File: config.mk
export PLATFORM = sky130hd
export DESIGN_NAME = cs_sequencer
export DESIGN_NICKNAME = d
export VERILOG_FILES = /design/src/rtl/eclair_seq_pkg.sv /design/src/rtl/seq_stack.sv /design/src/rtl/cs_sequencer.sv
export SDC_FILE = /design/constraint.sdc
export NUM_CORES = 1
export LEC_CHECK = 0
export CAP_MARGIN = 20
export CORE_ASPECT_RATIO = 0.7
export CORE_UTILIZATION = 40
export DETAILED_ROUTE_END_ITERATION = 7
export PLACE_DENSITY = 0.9
export SYNTH_ARGS = -nofsm -noshare
export SYNTH_HDL_FRONTEND = slang
export SYNTH_SLANG_ARGS = --single-unit
File: constraint.sdc
create_clock -name clk -period 6.6 [get_ports clk]
set_input_delay 0.99 -clock clk [delete_from_list [all_inputs] [get_ports clk]]
set_output_delay 0.99 -clock clk [all_outputs]
set_load 0.01 [all_outputs]
File: src/rtl/eclair_seq_pkg.sv
// Shared encodings for the ECLair control-store sequencer.
package eclair_seq_pkg;

    typedef enum logic [2:0] {
        SEQ_NEXT    = 3'd0,
        SEQ_JUMP    = 3'd1,
        SEQ_JUMP_IF = 3'd2,
        SEQ_CALL    = 3'd3,
        SEQ_RET     = 3'd4,
        SEQ_HOLD    = 3'd5
    } seq_op_e;

    typedef enum logic [1:0] {
        ST_LOAD   = 2'd0,
        ST_RUN    = 2'd1,
        ST_HALTED = 2'd2
    } seq_state_e;

endpackage

File: src/rtl/seq_stack.sv
// Synchronous LIFO holding microcode return addresses.
module seq_stack #(
    parameter int unsigned DEPTH = 4,
    parameter int unsigned WIDTH = 8
) (
    input  logic             clk,
    input  logic             reset,
    input  logic             i_push,
    input  logic             i_pop,
    input  logic [WIDTH-1:0] i_data,
    output logic [WIDTH-1:0] o_data,
    output logic             o_full,
    output logic             o_empty
);

    localparam int unsigned PW = $clog2(DEPTH + 1);
    localparam int unsigned IW = (DEPTH > 1) ? $clog2(DEPTH) : 1;

    logic [WIDTH-1:0] r_mem [DEPTH];
    logic [PW-1:0]    r_ptr;
    logic [IW-1:0]    w_top_idx;
    logic [IW-1:0]    w_wr_idx;

    // r_ptr counts entries; the top of stack sits one below it.
    assign w_top_idx = IW'(r_ptr - PW'(1));
    assign w_wr_idx  = IW'(r_ptr);
    assign o_data    = r_mem[w_top_idx];
    assign o_full    = (r_ptr == PW'(DEPTH));
    assign o_empty   = (r_ptr == '0);

    always_ff @(posedge clk) begin
        if (reset) begin
            r_ptr <= '0;
        end else if (i_push && !o_full) begin
            r_ptr <= r_ptr + PW'(1);
        end else if (i_pop && !o_empty) begin
            r_ptr <= r_ptr - PW'(1);
        end
    end

    always_ff @(posedge clk) begin
        if (i_push && !o_full) begin
            r_mem[w_wr_idx] <= i_data;
        end
    end

endmodule

File: src/rtl/cs_sequencer.sv
// Control-store sequencer: copies ROM into RAM after reset, then steps microcode.
module cs_sequencer
    import eclair_seq_pkg::*;
#(
    parameter int unsigned           ADDR_WIDTH  = 8,
    parameter int unsigned           WORD_WIDTH  = 64,
    parameter int unsigned           STACK_DEPTH = 4,
    parameter logic [ADDR_WIDTH-1:0] HALT_ADDR   = ADDR_WIDTH'((2 ** ADDR_WIDTH) - 2)
) (
    input  logic                  clk,
    input  logic                  reset,
    input  logic [WORD_WIDTH-1:0] rom_data,
    output logic [ADDR_WIDTH-1:0] cs_addr,
    output logic                  cs_we,
    output logic [WORD_WIDTH-1:0] cs_wdata,
    input  logic [2:0]            seq_op,
    input  logic                  jump_src,
    input  logic [ADDR_WIDTH-1:0] ir,
    input  logic [ADDR_WIDTH-1:0] jump_addr_mc,
    input  logic                  cond,
    input  logic                  resume,
    output logic                  cs_ready,
    output logic                  halted,
    output logic                  stack_err
);

    seq_state_e            r_state;
    seq_state_e            w_state_nxt;
    logic [ADDR_WIDTH-1:0] r_addr;
    logic [ADDR_WIDTH-1:0] w_addr_nxt;
    logic [ADDR_WIDTH-1:0] w_addr_inc;
    logic [ADDR_WIDTH-1:0] w_target;
    logic [ADDR_WIDTH-1:0] w_stack_top;
    logic                  r_ready;
    logic                  r_halted;
    logic                  r_err;
    logic                  w_err_nxt;
    logic                  w_push;
    logic                  w_pop;
    logic                  w_full;
    logic                  w_empty;

    assign w_addr_inc = r_addr + ADDR_WIDTH'(1);
    assign w_target   = jump_src ? jump_addr_mc : ir;

    seq_stack #(
        .DEPTH (STACK_DEPTH),
        .WIDTH (ADDR_WIDTH)
    ) u_stack (
        .clk     (clk),
        .reset   (reset),
        .i_push  (w_push),
        .i_pop   (w_pop),
        .i_data  (w_addr_inc),
        .o_data  (w_stack_top),
        .o_full  (w_full),
        .o_empty (w_empty)
    );

    always_comb begin
        w_state_nxt = r_state;
        w_addr_nxt  = r_addr;
        w_err_nxt   = r_err;
        w_push      = 1'b0;
        w_pop       = 1'b0;
        case (r_state)
            ST_LOAD: begin
                w_addr_nxt = w_addr_inc;
                if (r_addr == '1) begin
                    w_state_nxt = ST_RUN;
                end
            end
            ST_RUN: begin
                if (r_addr == HALT_ADDR) begin
                    w_state_nxt = ST_HALTED;
                end else begin
                    case (seq_op)
                        SEQ_JUMP:    w_addr_nxt = w_target;
                        SEQ_JUMP_IF: w_addr_nxt = cond ? w_target : w_addr_inc;
                        SEQ_CALL: begin
                            if (w_full) begin
                                w_err_nxt   = 1'b1;
                                w_state_nxt = ST_HALTED;
                            end else begin
                                w_push     = 1'b1;
                                w_addr_nxt = w_target;
                            end
                        end
                        SEQ_RET: begin
                            if (w_empty) begin
                                w_err_nxt   = 1'b1;
                                w_state_nxt = ST_HALTED;
                            end else begin
                                w_pop      = 1'b1;
                                w_addr_nxt = w_stack_top;
                            end
                        end
                        SEQ_HOLD: w_addr_nxt = r_addr;
                        default:  w_addr_nxt = w_addr_inc;
                    endcase
                end
            end
            ST_HALTED: begin
                // A stack fault is terminal until reset.
                if (resume && !r_err) begin
                    w_state_nxt = ST_RUN;
                    w_addr_nxt  = w_addr_inc;
                end
            end
            default: w_state_nxt = ST_LOAD;
        endcase
    end

    always_ff @(posedge clk) begin
        if (reset) begin
            r_state  <= ST_LOAD;
            r_addr   <= '0;
            r_ready  <= 1'b0;
            r_halted <= 1'b0;
            r_err    <= 1'b0;
        end else begin
            r_state  <= w_state_nxt;
            r_addr   <= w_addr_nxt;
            r_ready  <= (w_state_nxt != ST_LOAD);
            r_halted <= (w_state_nxt == ST_HALTED);
            r_err    <= w_err_nxt;
        end
    end

    assign cs_addr   = r_addr;
    assign cs_we     = (r_state == ST_LOAD);
    assign cs_wdata  = rom_data;
    assign cs_ready  = r_ready;
    assign halted    = r_halted;
    assign stack_err = r_err;

endmodule

==> run metrics <==
Final period util 0.430; Synth Register Bits 48; Post-synth ARST share 0; clk root buf clkbuf_8; worst rel slew slack 0.533; average size of a mapped cell 10.8 um2; CTS tree built; largest family of logic cells by synthesized area buffers and inverters; unrepaired setup endpoints after global routing no; Nets 339; multiplexer share of the synthesized area 0.0946; Post-synth top flop edfxtp_1; Critical Path Start Type input pin; fin. max-slew vios 0; DP Wirelength 4660 um; Clk pwr share 0.309; Mapped Cells 279; post-route ant nets 0; DR pass1 iterations 4; vias in the first global route 1,941; fin cells around 340; die area 0.00786 mm2; Place WS between 3 and 4 ns; leakage power 0.000988 uW; max cap viols 0; DRC violations left 0; synth warn 0; IO Port Bufs 35; drt wl/cell 18.2 um; Worst-path clk slew 0.08 ns; largest net degree at the start of global routing 18; total number of vias approximately 1,900; final-report hold violation count 0; Flop pwr share 0.608; Antenna Diode Count 0; Post-synth EDFFs 32; Data arrival, critical path 3.00 ns; Post-Synth XOR/XNOR Area 0.0233; Clock Sinks 48; slew at the pin closest to its max-slew limit 0.700 ns; dominant cells by area after synthesis edfxtp_1 32%, buf_4 16%, dfxtp_1 11%; Worst Setup Slack, final about 3.8 ns; antenna violations before repair 0; Worst VDD drop 0.0732 mV; Hold Path Stages 2; GPL Wtd Cong 0.942; Fmax 0.353 GHz; Post-Place Cells 335; first-pass GRT wire length approximately 9800 um; Internal Power between 400 and 500 uW; die height 74.5 um; highest fanout seen on the critical path 14; simple-gate share of the synthesized area 0.129; number of DRC markers after the initial detailed-route iteration 171; GR Overflow Total 0; Placement Rows 26; CP Class in -> reg; r2r worst-path depth 7; count of hold-fix buffers inserted at cts 0; total CTS buffers 5; Combinational Power Share 0.082; P_sw 116 uW; share of cells above drive strength 1 0.115; Netlist cell types 52; status finished, final reports clean; post-cts resize count 0; Final min period 2.84 ns; IO Pins 164; sequential area share after synthesis 0.427; commonest non-fill, non-tap cell in the layout clkdlybuf4s50_1; Hold Crit Class reg -> reg; nets in the synthesized netlist 374; total core area 0.00729 mm2; # Post-CTS Setup Buffers 0; Longest Clk Path Bufs 2; Worst Setup End Kind flop; gr usage total 0.169; initial core utilization 0.412; Synth Area in Adders 0.0292; post-synthesis compound-gate area fraction 0.104; post-route setup TNS 0 ns; DR vias/cell 5.58; post-synth top area share 0.320; final wirelength 6210 um; Syn Std Cell Area 0.00300 mm2; CTS H-tree depth 2; clock skew 0.00602 ns; Final Setup Violations 0; Die X 106 um; most frequent cells in the layout 35 x clkdlybuf4s50_1, 32 x edfxtp_1, 21 x nor2_1; Synth area leader edfxtp_1; Cell Pwr Density 178 mW/mm2; sw frac 0.218; Worst-Skew Late Latency 0.30 ns; WP data required ~6.8 ns; Area growth syn-to-layout -0.333%
## state kept, by name, summed over array words and instances, names as in the netlist
register / cells
halted: 1
u_stack.r_mem: 32
stack_err: 1
u_stack.r_ptr: 3
cs_addr: 8
cs_ready: 1
r_state: 2
## routing by layer
layer,track usage,vias up,routed length (um)
met3,0.0684,28,601
li1,-,865,-
met1,0.198,940,2460
met5,0,-,0
met4,0.0664,0,171
met2,0.284,76,2980
## power groups by stage
stage | registers (uW) | clock network [uW] | logic [uW]
2_1_floorplan | 331 | 0 | 61.0
6_report | 324 | 165 | 43.9
3_5_place_dp | 331 | 0 | 43.7
4_1_cts | 324 | 168 | 44.0
3_3_place_gp | 331 | 0 | 42.7
5_1_grt | 324 | 178 | 47.7
## path summary, 6_finish.rpt
| check | slack (ns) | startpoint | end |
|---|---|---|---|
| max | 3.76 | seq_op[2] | cs_addr[6]$_SDFFE_PP0P_ |
| min | 0.54 | stack_err$_SDFFE_PP0P_ | stack_err$_SDFFE_PP0P_ |
| max reg2reg | 3.85 | u_stack.r_ptr[0]$_SDFFE_PP0P_ | cs_addr[5]$_SDFFE_PP0P_ |
| min reg2reg | 0.54 | stack_err$_SDFFE_PP0P_ | stack_err$_SDFFE_PP0P_ |
## kinds of logic after synthesis
family / after synthesis
flops: 48
xor+xnor: 8
fa+ha+maj: 7
simple gates: 71
mux: 18
compound gates: 45
buf+inv: 82
## per-stage QoR
step / power (uW) / area (um2) / hold slack [ns] / util
5_1_grt: 550 / 2990 / 0.595 / 0.411
3_3_place_gp: 373 / 2910 / 0.501 / 0.400
6_report: 533 / 2990 / 0.542 / 0.411
3_5_place_dp: 375 / 2910 / 0.518 / 0.400
4_1_cts: 536 / 2990 / 0.539 / 0.411
2_1_floorplan: 392 / 3000 / 0.487 / -
## Yosys cell counts (3+ instances only)
cell / n
buf_4: 64
edfxtp_1: 32
nor2_1: 21
a21oi_1: 18
dfxtp_1: 16
nand2_1: 14
mux4_2: 8
buf_2: 7
ha_1: 7
mux2i_1: 7
xnor2_1: 6
inv_1: 5
and2_2: 4
nand4_1: 4
nor3_1: 4
o21ai_0: 4
or3_1: 4
a221oi_1: 3
a22oi_1: 3
a311oi_1: 3
buf_6: 3
mux2_2: 3
nor2b_1: 3
## cell type report
type | instances | area (um2)
Clock inverter | 1 | 5.00
Clock buffer | 6 | 72.6
Fill cell | 711 | 4300
Inverter | 5 | 18.8
Multi-Input combinational cell | 149 | 1140
Tap cell | 98 | 123
Sequential cell | 48 | 1280
Timing Repair Buffer | 35 | 350
## critical path: stages
cell	delay, ns
clkdlybuf4s50_1	0.70
or3b_1	0.46
nor2_1	0.25
nor2_1	0.18
a221oi_1	0.34
nor3_1	0.08
Power figures use the tool's default switching activity.
